===== src/rtl/crc_ram_reader_if.sv =====
// rtl/crc_ram_reader_if.sv - RAM read port between the CRC reader and a word-wide RAM
`ifndef WIDTH
`define WIDTH 32
`endif

interface crc_ram_reader_if #(
  parameter int unsigned SIZE = 32'd12
) ();
  logic                ram_ren;
  logic [SIZE-3:0]     ram_addr;
  logic [`WIDTH-1:0]   ram_din;

  modport master (output ram_ren, output ram_addr, input ram_din);
  modport slave  (input ram_ren, input ram_addr, output ram_din);
endinterface


===== src/rtl/crc_ram_reader.sv =====
// rtl/crc_ram_reader.sv - streams a RAM buffer one word per clock through a reflected CRC-32
`ifndef WIDTH
`define WIDTH 32
`endif

module crc_ram_reader #(
  parameter int unsigned SIZE = 32'd12
) (
  input  logic                clk,
  input  logic                rst_n,
  input  logic                start,
  input  logic [SIZE-3:0]     base_addr,
  input  logic [SIZE:0]       len_bytes,
  input  logic                hold,
  crc_ram_reader_if.master    ram,
  output logic                busy,
  output logic                done,
  output logic [31:0]         crc_out
);

  localparam logic [31:0] POLY = 32'hEDB88320;

  typedef enum logic [1:0] {IDLE, READ, LAST, FINISH} state_t;

  state_t            state_q, state_d;
  logic [SIZE-3:0]   addr_q;
  logic [SIZE-1:0]   words_left_q;
  logic [1:0]        tail_q;
  logic              pend_q, pend_last_q;
  logic [31:0]       crc_q;
  logic              issue, issue_last;
  logic [2:0]        fold_bytes;
  logic [31:0]       crc_folded;
  logic [SIZE+1:0]   len_plus3;
  logic [SIZE-1:0]   word_count;

  function automatic logic [31:0] crc_fold(input logic [31:0] crc, input logic [31:0] data,
                                           input logic [2:0] nbytes);
    logic [31:0] c;
    c = crc;
    for (int b = 0; b < 4; b++) begin
      if (3'(b) < nbytes) begin
        c = c ^ {24'd0, data[8*b +: 8]};
        for (int k = 0; k < 8; k++) begin
          c = c[0] ? ((c >> 1) ^ POLY) : (c >> 1);
        end
      end
    end
    return c;
  endfunction

  assign len_plus3  = {1'b0, len_bytes} + (SIZE+2)'(3);
  assign word_count = len_plus3[SIZE+1:2];

  assign issue      = (state_q == READ) && !hold;
  assign issue_last = issue && (words_left_q == SIZE'(1));

  // Only the final word of a job may be partial; a zero remainder means all four bytes.
  assign fold_bytes = (pend_last_q && (tail_q != 2'd0)) ? {1'b0, tail_q} : 3'd4;
  assign crc_folded = crc_fold(crc_q, ram.ram_din, fold_bytes);

  assign ram.ram_addr = addr_q;

  always_ff @(posedge clk or negedge rst_n) begin
    if (!rst_n) begin
      state_q <= IDLE;
    end else begin
      state_q <= state_d;
    end
  end

  always_comb begin
    state_d = state_q;
    case (state_q)
      IDLE:    if (start) state_d = (len_bytes == '0) ? FINISH : READ;
      READ:    if (issue_last) state_d = LAST;
      LAST:    state_d = FINISH;
      FINISH:  state_d = IDLE;
      default: state_d = IDLE;
    endcase
  end

  always_comb begin
    ram.ram_ren = issue;
    busy        = (state_q == READ) || (state_q == LAST);
    done        = (state_q == FINISH);
  end

  // The word issued last cycle is folded now, independent of hold in this cycle.
  always_ff @(posedge clk or negedge rst_n) begin
    if (!rst_n) begin
      addr_q       <= '0;
      words_left_q <= '0;
      tail_q       <= '0;
      pend_q       <= 1'b0;
      pend_last_q  <= 1'b0;
      crc_q        <= 32'hFFFFFFFF;
      crc_out      <= 32'h0;
    end else begin
      pend_q      <= issue;
      pend_last_q <= issue_last;
      if (state_q == IDLE && start) begin
        addr_q       <= base_addr;
        words_left_q <= word_count;
        tail_q       <= len_bytes[1:0];
        crc_q        <= 32'hFFFFFFFF;
        if (len_bytes == '0) crc_out <= 32'h0;
      end else begin
        if (issue) begin
          addr_q       <= addr_q + (SIZE-2)'(1);
          words_left_q <= words_left_q - SIZE'(1);
        end
        if (pend_q) crc_q <= crc_folded;
        if (state_q == LAST) crc_out <= ~crc_folded;
      end
    end
  end

endmodule


===== src/flat_wrapper.sv =====
// flat-port wrapper written by rule: the top's interface ports become plain ports
module crc_ram_reader_flat 
#(
  parameter int unsigned SIZE = 32'd12
)
  (clk, rst_n, start, base_addr, len_bytes, hold, busy, done, crc_out, ram_ram_ren, ram_ram_addr, ram_ram_din);
  crc_ram_reader_if #(.SIZE(SIZE)) ram_i ();
  input  logic clk;
  input  logic rst_n;
  input  logic start;
  input  logic [SIZE-3:0] base_addr;
  input  logic [SIZE:0] len_bytes;
  input  logic hold;
  output logic busy;
  output logic done;
  output logic [31:0] crc_out;
  output wire logic [$bits(ram_i.ram_ren)-1:0] ram_ram_ren;
  output wire logic [$bits(ram_i.ram_addr)-1:0] ram_ram_addr;
  input wire logic [$bits(ram_i.ram_din)-1:0] ram_ram_din;
  assign ram_ram_ren = ram_i.ram_ren;
  assign ram_ram_addr = ram_i.ram_addr;
  assign ram_i.ram_din = ram_ram_din;
  crc_ram_reader #(.SIZE(SIZE)) u_core (.clk(clk), .rst_n(rst_n), .start(start), .base_addr(base_addr), .len_bytes(len_bytes), .hold(hold), .ram(ram_i), .busy(busy), .done(done), .crc_out(crc_out));
endmodule

===== config.mk =====
export PLATFORM = sky130hd
export DESIGN_NAME = crc_ram_reader_flat
export DESIGN_NICKNAME = d
export VERILOG_FILES = /design/src/rtl/crc_ram_reader_if.sv /design/src/rtl/crc_ram_reader.sv /design/src/flat_wrapper.sv
export SDC_FILE = /design/constraint.sdc
export NUM_CORES = 1
export LEC_CHECK = 0
export BUFFER_PORTS_ARGS = -buffer_cell sky130_fd_sc_hd__buf_2
export CORE_ASPECT_RATIO = 1.75
export CORE_MARGIN = 2
export CORE_UTILIZATION = 61
export CTS_CLUSTER_DIAMETER = 40
export DETAILED_ROUTE_END_ITERATION = 10
export PLACE_DENSITY = 0.91
export SLEW_MARGIN = 25
export SYNTH_ARGS = -nofsm -noshare
export SYNTH_HDL_FRONTEND = slang
export SYNTH_SLANG_ARGS = --single-unit

===== constraint.sdc =====
create_clock -name clk -period 5.5 [get_ports clk]
set_clock_uncertainty 0.1 [all_clocks]
set_input_delay 0.55 -clock clk [delete_from_list [all_inputs] [get_ports clk]]
set_output_delay 0.55 -clock clk [all_outputs]
set_load 0.02 [all_outputs]

Word-level counts from Yosys, hierarchy flattened
Index checks and enable logic that the tools add are counted.

Equality and inequality tests: 7. Reduce and logical (&&, ||, !) cells: 14. $add $sub $neg: 3. Bitwise gates (word level): 37. Mux-type cells: 50. Order comparisons: 4.

Operators by type and width (count): $mux 32 (41); $not 13->14 (32); $xor 32x8->32 (4); $not 32->32 (1); $mux 12 (2); $mux 10 (2); $add 13x2->14 const B (1); $logic_not 13->1 (1); $eq 12x1->1 const B (1); $sub 12x1->12 const B (1); $add 10x1->10 const B (1); $pmux 2 s4 (1); $reduce_bool 2->1 (4); $lt 1x3->1 const A (2); $lt 2x3->1 const A (2); $mux 2 (3); $eq 2x2->1 const B (2); $logic_and 1x1->1 (4); $ne 2x1->1 const B (2); $reduce_and 2->1 (2); $mux 3 (1); $eq 2x1->1 const B (1); $logic_not 2->1 (1); $ne 2x2->1 const B (1); other kinds (2) (2).

Register bits: 92. Input bits: 59. Logic and storage cells: 123.

Longest topological paths before layout
Gate-level depths: netlist of run 1.

Word-level depth: 75. Mapped depth: 15. Mapped depth without buffers: 13.

Worst setup path after synthesis of run 1
No wires, ideal clock.

Path type: in2reg. Start: in ram_ram_din[7]. End: reg u_core.crc_out[19]. Library setup time: 0.066 ns. Setup slack: 0.416 ns. Cell stages on the path: 14. Data required time: 5.334 ns. Data arrival time: 4.917 ns. Cells stage by stage: xnor2_1 -> xnor3_2 -> xnor2_4 -> xor3_1 -> a21oi_2 -> xnor3_2 -> xor2_2 -> mux2_1 -> and4_1 -> buf_2 -> xnor3_2 -> xnor3_1 -> a21oi_1 -> a22o_1.

Word-level cells in the longest chain between the ends: 53. Elaborated cells on any way between the ends: 66. Those cells by class: mux: 38; bitwise: 28.

RTL lines: start, declared (line flat_wrapper.sv:19) `input wire logic [$bits(ram_i.ram_din)-1:0] ram_ram_din;`; $xor 32x8->32 (*) (line crc_ram_reader.sv:43) `c = c ^ {24'd0, data[8*b +: 8]};`; $mux 32 (*) (line crc_ram_reader.sv:45) `c = c[0] ? ((c >> 1) ^ POLY) : (c >> 1);`; $not 13->14 (no source line); $mux 32 (*) (7 in series) (line crc_ram_reader.sv:45); $mux 32 (*) (line crc_ram_reader.sv:42) `if (3'(b) < nbytes) begin`; $xor 32x8->32 (line crc_ram_reader.sv:43); $mux 32 (5 in series) (line crc_ram_reader.sv:45); $mux 32 / $not 13->14 (equally long branches); [... 27 more ...]; $not 13->14 (no source line); $mux 32 (line crc_ram_reader.sv:45); $not 13->14 (no source line); $mux 32 (line crc_ram_reader.sv:45); $mux 32 (*) (line crc_ram_reader.sv:42); $not 32->32 (*) (line crc_ram_reader.sv:114) `if (state_q == LAST) crc_out <= ~crc_folded;`; $mux 32 (*) (line crc_ram_reader.sv:114); $mux 32 (*) (line crc_ram_reader.sv:102) `if (state_q == IDLE && start) begin`; end signal, assigned (line crc_ram_reader.sv:114); end, declared (line crc_ram_reader.sv:18) `output logic [31:0] crc_out`.

Every way passes the cells marked *; elsewhere a longest branch is shown, timed or not. The select of a mux whose other input is x is not followed. A chain may end at the register's enable or synchronous reset.

Worst setup path in the final report of run 1
Start: reg u_core.crc_q[1]. End: reg u_core.crc_out[21].

Word-level cells in the longest chain between the ends: 54. Elaborated cells on any way between the ends: 70. Those cells by class: mux: 38; bitwise: 32.

RTL lines: start, declared (line crc_ram_reader.sv:30) `logic [31:0] crc_q;`; start signal, assigned (line crc_ram_reader.sv:113) `if (pend_q) crc_q <= crc_folded;`; $xor 32x8->32 (line crc_ram_reader.sv:43); $mux 32 (2 in series) (line crc_ram_reader.sv:45); $mux 32 / $not 13->14 (equally long branches) (3 in series); $not 13->14 (no source line) / $mux 32 (equally long branches); $mux 32 / $not 13->14 (equally long branches) (3 in series); $mux 32 (*) (line crc_ram_reader.sv:42); $xor 32x8->32, or another cell as far along (line crc_ram_reader.sv:43); $mux 32, or another cell as far along (2 in series) (line crc_ram_reader.sv:45); [... 31 more ...]; $not 13->14 (no source line) / $mux 32 (equally long branches); $mux 32 (2 in series) (line crc_ram_reader.sv:45); $not 13->14 (no source line) / $mux 32 (equally long branches); $mux 32 (line crc_ram_reader.sv:45); $mux 32 (*) (line crc_ram_reader.sv:42); $not 32->32 (*) (line crc_ram_reader.sv:114); $mux 32 (*) (line crc_ram_reader.sv:114); $mux 32 (*) (line crc_ram_reader.sv:102).

Marked as above.

==> flow_metrics.py, run 1 <==
metrics = {
    "setup_path": {
        "crit_top_cell": "xnor3_1",
        "crit_arrival_ns": 5.49,
        "slowest_stage": "dfstp_2",
        "worstPathMaxFanout": 8,
        "cp.required_ns": 5.61,
        "critPathLaunchType": "flop",
        "path_class": "flop to flop",
        "cp_cell_sequence": "xor2_4, xnor3_2, xnor3_1, mux2i_2, xnor3_2, xor2_2, xnor3_1, mux2i_4, xor2_4, buf_4, xor2_2, xnor3_1, a21oi_1, o21ai_1",
        "r2r_slack_ns": 0.12,
        "cp_slowest_stage_delay_ns": 0.62,
        "cp-end-kind": "flop",
    },
    "clocking": {
        "clk_path_buf_depth": 2,
        "cts.sinks": 92,
        "clkLatencyLatePin_ns": 0.35,
        "htreeDepth": 3,
        "clkTransAtPathRegs_ns": 0.08,
        "root_buffer": "clkbuf_16",
        "cts_tree": "done",
        "numCtsBuffers": 9,
    },
    "logic_synthesis": {
        "yosysSeqAreaShare_pct": 24.6,
        "postSynth.asyncResetShare_pct": 100,
        "synth_nets": 1019,
        "synth_flop_cell": "dfrtp_1",
        "ys_warn_count": 0,
        "ys_ff_latch": 92,
        "synth_edf_count": 0,
        "syn_area_per_cell_um2": 10.0,
        "synth_cells": 952,
        "synth_cell_types": 69,
        "syn-cell-area_mm2": 0.00954,
    },
    "grt": {
        "antenna_found_initial": 0,
        "grt_use_total_pct": 37.1,
        "overflow": 0,
        "grt_pass1_vias": 8200,
        "grt_pass1_wl_mm": 46.3,
        "grt_max_degree": 76,
    },
    "die": {
        "core_mm2": 0.0153,
        "start_util_pct": 62.3,
        "die_height_um": 169,
        "die_w_um": 98.5,
        "rows": 60,
        "die_area_mm2": 0.0167,
        "io_pins": 104,
    },
    "timing": {
        "final-max-slew-violation-count": 0,
        "period_needed_ns": 5.38,
        "hold_slack_ns": 0.310,
        "period_share_pct": 97.8,
        "fmax_ghz": 0.186,
        "hold_viol_final": 0,
        "relSlewSlack_pct": 26.4,
        "setup_violations": 0,
        "worst_pin_slew_ns": 1.10,
    },
    "route": {
        "vias_per_cell": 6.23,
        "firstDrtPassIters": 5,
        "wl_mm": 30.5,
        "drc": 0,
        "first_iter_violations": 658,
        "postRouteAntennaNets": 0,
        "num_vias": 7875,
        "wl_per_cell_um": 24.1,
    },
    "flow_run": {
        "maxCapViolCount": 0,
    },
    "cells_and_area": {
        "fillers": 1119,
        "nNetsFinal": 1141,
        "layout_commonest_cell": "xnor2_1",
        "final_cell_mix": "xnor2_1 (153), nand2_1 (108), buf_2 (102), o21ai_0 (67), nor2_1 (67)",
        "num_antenna_cells": 0,
        "final-seq-area_mm2": 0.00234,
        "multi_input_area_mm2": 0.00702,
        "drive_above_1_share_pct": 25.1,
        "area_growth_pct": 14.0,
    },
    "worst_hold_path": {
        "worstHoldPathType": "input pin to flop",
    },
    "outcome": {
        "status": "complete, no violations",
    },
    "placed_design": {
        "dp_hpwl_mm": 24.0,
        "gp_routability_congestion": 1.07,
        "io_buffers": 103,
    },
}
==> synthesized netlist by cell type, drive strengths merged (3+ instances only) <==
cell      n  share of area (%)
a211o     3               0.28
a21bo     4               0.42
a21o      3               0.24
a21oi    63                3.3
a22o      9               0.83
a31oi     7               0.46
a32o      9               0.94
and2      4               0.26
and3      8               0.52
and4      3               0.28
buf       9               0.45
clkbuf   39                1.5
dfrtp    60                 16
dfstp    32                8.8
ha        8                1.0
inv       8               0.31
mux2      8               0.98
mux2i    21                2.6
nand2   109                4.3
nand2b    3               0.20
nand3    10               0.52
nand4     5               0.33
nor2     68                2.7
nor3     17               0.89
o211ai    7               0.55
o21ai    71                3.7
o31ai     3               0.24
or2       3               0.20
or3       5               0.33
xnor2   169                 18
xnor3    71                 17
xor2     76                8.1
xor3      8                2.0
==> kinds of logic after synthesis <==
kind of cell               after synthesis  share of synthesized area, %
and+or+nand+nor                        249                          11.7
buffers and inverters                   57                          2.34
DFF                                     92                          24.6
adders and majority gates                8                          1.05
AOI/OAI and AO/OA                      193                          12.2
muxes                                   29                          3.62
xor gates and xnor gates               324                          44.5
==> per-layer routing <==
metal | vias to the layer above | part of all wire (%) | GRT usage (%)
li1 | 3514 | - | -
met2 | 457 | 51 | 64.8
met1 | 3753 | 32 | 37.8
met4 | 0 | 11 | 32.1
met3 | 151 | 6.2 | 5.64
met5 | - | 0 | 0
==> registers in the layout, summed over array words and instances (netlist names) <==
name                 flops
u_core.crc_out          32
u_core.crc_q            32
u_core.words_left_q     12
u_core.ram.ram_addr     10
u_core.state_q           2
u_core.tail_q            2
u_core.pend_last_q       1
u_core.pend_q            1
==> stage by stage <==
stage / TNS, ns / setup slack, ns / instances / cell area (um2) / util (%)
2_1_floorplan: 0 / 0.416 / 952 / 9540 / -
3_3_place_gp: 0 / 0.0869 / 1246 / 10500 / 68.6
3_5_place_dp: 0 / 0.0202 / 1246 / 10500 / 68.6
4_1_cts: 0 / 0.124 / 1263 / 10800 / 70.7
5_1_grt: -0.0264 / -0.0264 / 1265 / 10900 / 71.0
6_report: 0 / 0.121 / 1265 / 10900 / 71.0
==> area by class of cell <==
| class | count | area share (%) |
|---|---|---|
| multi-input combinational | 803 | 64.6 |
| sequential | 92 | 21.5 |
| inverter | 9 | 0.311 |
| clock inverter | 7 | 0.690 |
| tap | 186 | 2.14 |
| clock buffer | 9 | 2.07 |
| timing repair buffer | 159 | 8.65 |
==> path summary, 6_finish.rpt <==
path / start / end / cells past startpoint
max reg2reg: u_core.crc_q[1] / u_core.crc_out[21] / 14
min reg2reg: u_core.crc_out[23] / u_core.crc_out[23] / 2
min: base_addr[3] / u_core.ram.ram_addr[3] / 3
min in group asynchronous: rst_n / u_core.crc_out[15] / 2
max: u_core.crc_q[1] / u_core.crc_out[21] / 14
max in group asynchronous: rst_n / u_core.ram.ram_addr[6] / 3
==> worst max-delay path, delay by kind of cell, from the launching register on <==
kind | cells | cell delay (ns)
XOR/XNOR | 9 | 3.24
flip-flops | 1 | 0.62
multiplexers | 2 | 0.61
AO/OA/AOI/OAI | 2 | 0.47
buffers and inverters | 1 | 0.19
==> repair_timing <==
action	in CTS	in global routing
resized for setup	0	8
setup endpoints to repair	0	10
endpoints found under the hold margin	9	0
setup buffers	0	2
hold buffers	1	0
Power of run 1 is left out: the tool's default activity adds up to more than one toggle a clock period on the data nets, which glitch-free logic cannot reach.
==> run 2: changes to the inputs <==
- CELL_PAD_IN_SITES_DETAIL_PLACEMENT: default -> 1
- CELL_PAD_IN_SITES_GLOBAL_PLACEMENT: default -> 1
- CORE_UTILIZATION: 61 -> 48
- PLACE_DENSITY: 0.91 -> 0.92
- RECOVER_POWER: default -> 100
==> run 2 against run 1 <==
  * The run now ends with capacitance limit, slew limit left
  * Highest routed layer unchanged
  * Core utilization shrank 15 points
  * Critical endpoint is now u_core.crc_q[19]
  * Flip-flop and latch count unchanged
  * Global-route usage up 0.93 points
  * Cell count rose by 6.0%
  * Die area rose by 26%
  * First-iteration DRC count increased by 28%
  * Routed wire length up 32%
  * Worst setup slack got worse by 0.026 ns
  * Worst hold slack got worse by 0.013 ns
  * Non-clock buffer count is 17 higher
==> flow_metrics.py, run 2 (synthesis results as in run 1) <==
metrics = {
    "setup_path": {
        "path_class": "flop to flop",
        "cp_cell_sequence": "xor2_4, buf_4, xnor2_4, xnor3_1, mux2_2, xor2_1, xnor3_2, xor2_2, mux2_1, and4_1, xnor3_2, xnor3_1, a21oi_2, o21ai_0",
        "cp_slowest_stage_delay_ns": 0.62,
        "worstPathMaxFanout": 8,
        "crit_arrival_ns": 5.54,
        "slowest_stage": "dfstp_2",
        "cp-end-kind": "flop",
        "cp.required_ns": 5.63,
        "critPathLaunchType": "flop",
    },
    "timing": {
        "relSlewSlack_pct": -138,
        "rsz0062_at_grt": "yes",
        "hold_viol_final": 0,
        "fin_setup_tns_ns": 0,
        "final-max-slew-violation-count": 105,
        "period_share_pct": 98.3,
        "fmax_ghz": 0.185,
        "worst_pin_slew_ns": 3.57,
        "setup_violations": 0,
        "period_needed_ns": 5.40,
    },
    "route": {
        "firstDrtPassIters": 5,
        "wl_mm": 40.2,
        "first_iter_violations": 845,
        "wl_per_cell_um": 30.0,
        "num_vias": 8541,
        "vias_per_cell": 6.37,
        "drc": 0,
        "postRouteAntennaNets": 0,
    },
    "flow_run": {
        "maxCapViolCount": 2,
    },
    "cells_and_area": {
        "nNetsFinal": 1158,
        "biggestRegsByFlops": "u_core.crc_out (32), u_core.crc_q (32), u_core.words_left_q (12)",
        "final_cells": 1341,
        "layout_commonest_cell": "xnor2_1",
        "num_antenna_cells": 0,
        "drive_above_1_share_pct": 22.0,
        "design_area_mm2": 0.0110,
        "area_growth_pct": 15.7,
        "final_cell_mix": "xnor2_1 (151), nand2_1 (109), buf_4 (71), nor2_1 (68), o21ai_0 (67)",
    },
    "grt": {
        "grt_use_total_pct": 38.0,
        "grt_pass1_vias": 9403,
        "overflow": 0,
        "grt_max_degree": 66,
        "antenna_found_initial": 0,
        "grt_pass1_wl_mm": 59.2,
    },
    "placed_design": {
        "dp_cells": 1320,
        "io_buffers": 103,
        "dp_hpwl_mm": 29.5,
        "placed_area_mm2": 0.0107,
        "gp_routability_congestion": 1.03,
    },
    "outcome": {
        "status": "complete, but fails checks",
        "violations": "capacitance limit, slew limit",
    },
    "clocking": {
        "cts.sinks": 92,
        "clkLatencyLatePin_ns": 0.36,
        "clk_path_buf_depth": 2,
        "root_buffer": "clkbuf_16",
        "cts_tree": "done",
        "htreeDepth": 3,
        "clkTransAtPathRegs_ns": 0.08,
        "numCtsBuffers": 9,
    },
    "die": {
        "die_area_mm2": 0.0211,
        "die_height_um": 190,
        "io_pins": 104,
        "rows": 68,
        "die_w_um": 111,
        "start_util_pct": 48.7,
        "core_mm2": 0.0196,
    },
    "worst_hold_path": {
        "worstHoldPathType": "input pin to flop",
    },
}
[run 2: cell types whose count changed in the layout (fill, tap and decap cells not counted), sizes merged]
cell	before	now
clkinvlp	1	0
bufinv	0	1
inv	13	11
buf	158	128
dlygate4sd3	1	0
clkbuf	9	59
[run 2: final timing paths]
path                                    from                      to  slack, ns  depth (start not counted)
max                          u_core.crc_q[1]        u_core.crc_q[19]        0.1                         14
min                             base_addr[5]  u_core.ram.ram_addr[5]       0.30                          3
max reg2reg                  u_core.crc_q[1]        u_core.crc_q[19]        0.1                         14
min reg2reg                u_core.crc_out[0]       u_core.crc_out[0]       0.41                          1
max in group asynchronous              rst_n       u_core.crc_out[5]       0.80                          2
min in group asynchronous              rst_n  u_core.ram.ram_addr[9]       0.43                          1
[run 2: layer usage]
layer | GRT usage (%) | routed length (um) | up-vias | share of wire [%]
met5 | 0 | 0 | - | 0
met4 | 39.6 | 5210 | 0 | 13
li1 | - | - | 3542 | -
met2 | 65.5 | 19900 | 493 | 50
met1 | 35.6 | 12500 | 4240 | 31
met3 | 8.52 | 2580 | 266 | 6.4
[run 2: cell type report]
class / count / area (um2)
clock inverter: 5 / 65.1
timing repair buffer: 176 / 998
inverter: 9 / 33.8
multi-input combinational: 803 / 7040
tap: 245 / 307
clock buffer: 11 / 243
fill: 2252 / 8540
sequential: 92 / 2340
[run 2: per-stage QoR]
step                hold WS [ns]  worst slack (ns)  util [%]
floorplan                  0.154             0.416         -
global placement           0.361            0.0548      54.7
detailed placement         0.382           -0.0950      54.7
CTS                      0.00473            0.0119      56.3
global route               0.307           -0.0609      56.4
finish                     0.298            0.0952      56.4
[run 2: critical path, delay by kind of cell (launching register included)]
family                 cells  cell delay, ns
flip-flops                 1            0.62
multiplexers               2            0.74
AND/OR/NAND/NOR            1            0.26
AO/OA/AOI/OAI              2            0.49
buffers and inverters      1            0.21
XOR/XNOR                   8            2.84
[run 2: repair_timing]
action / in CTS / in global routing
pin swaps: 0 / 3
resized for setup: 1 / 10
endpoints found under the hold margin: 0 / 0
setup endpoints to repair: 2 / 18
buffers inserted: 0 / 5
hold buffers: 0 / 0
Power of run 2 is left out for the same reason.
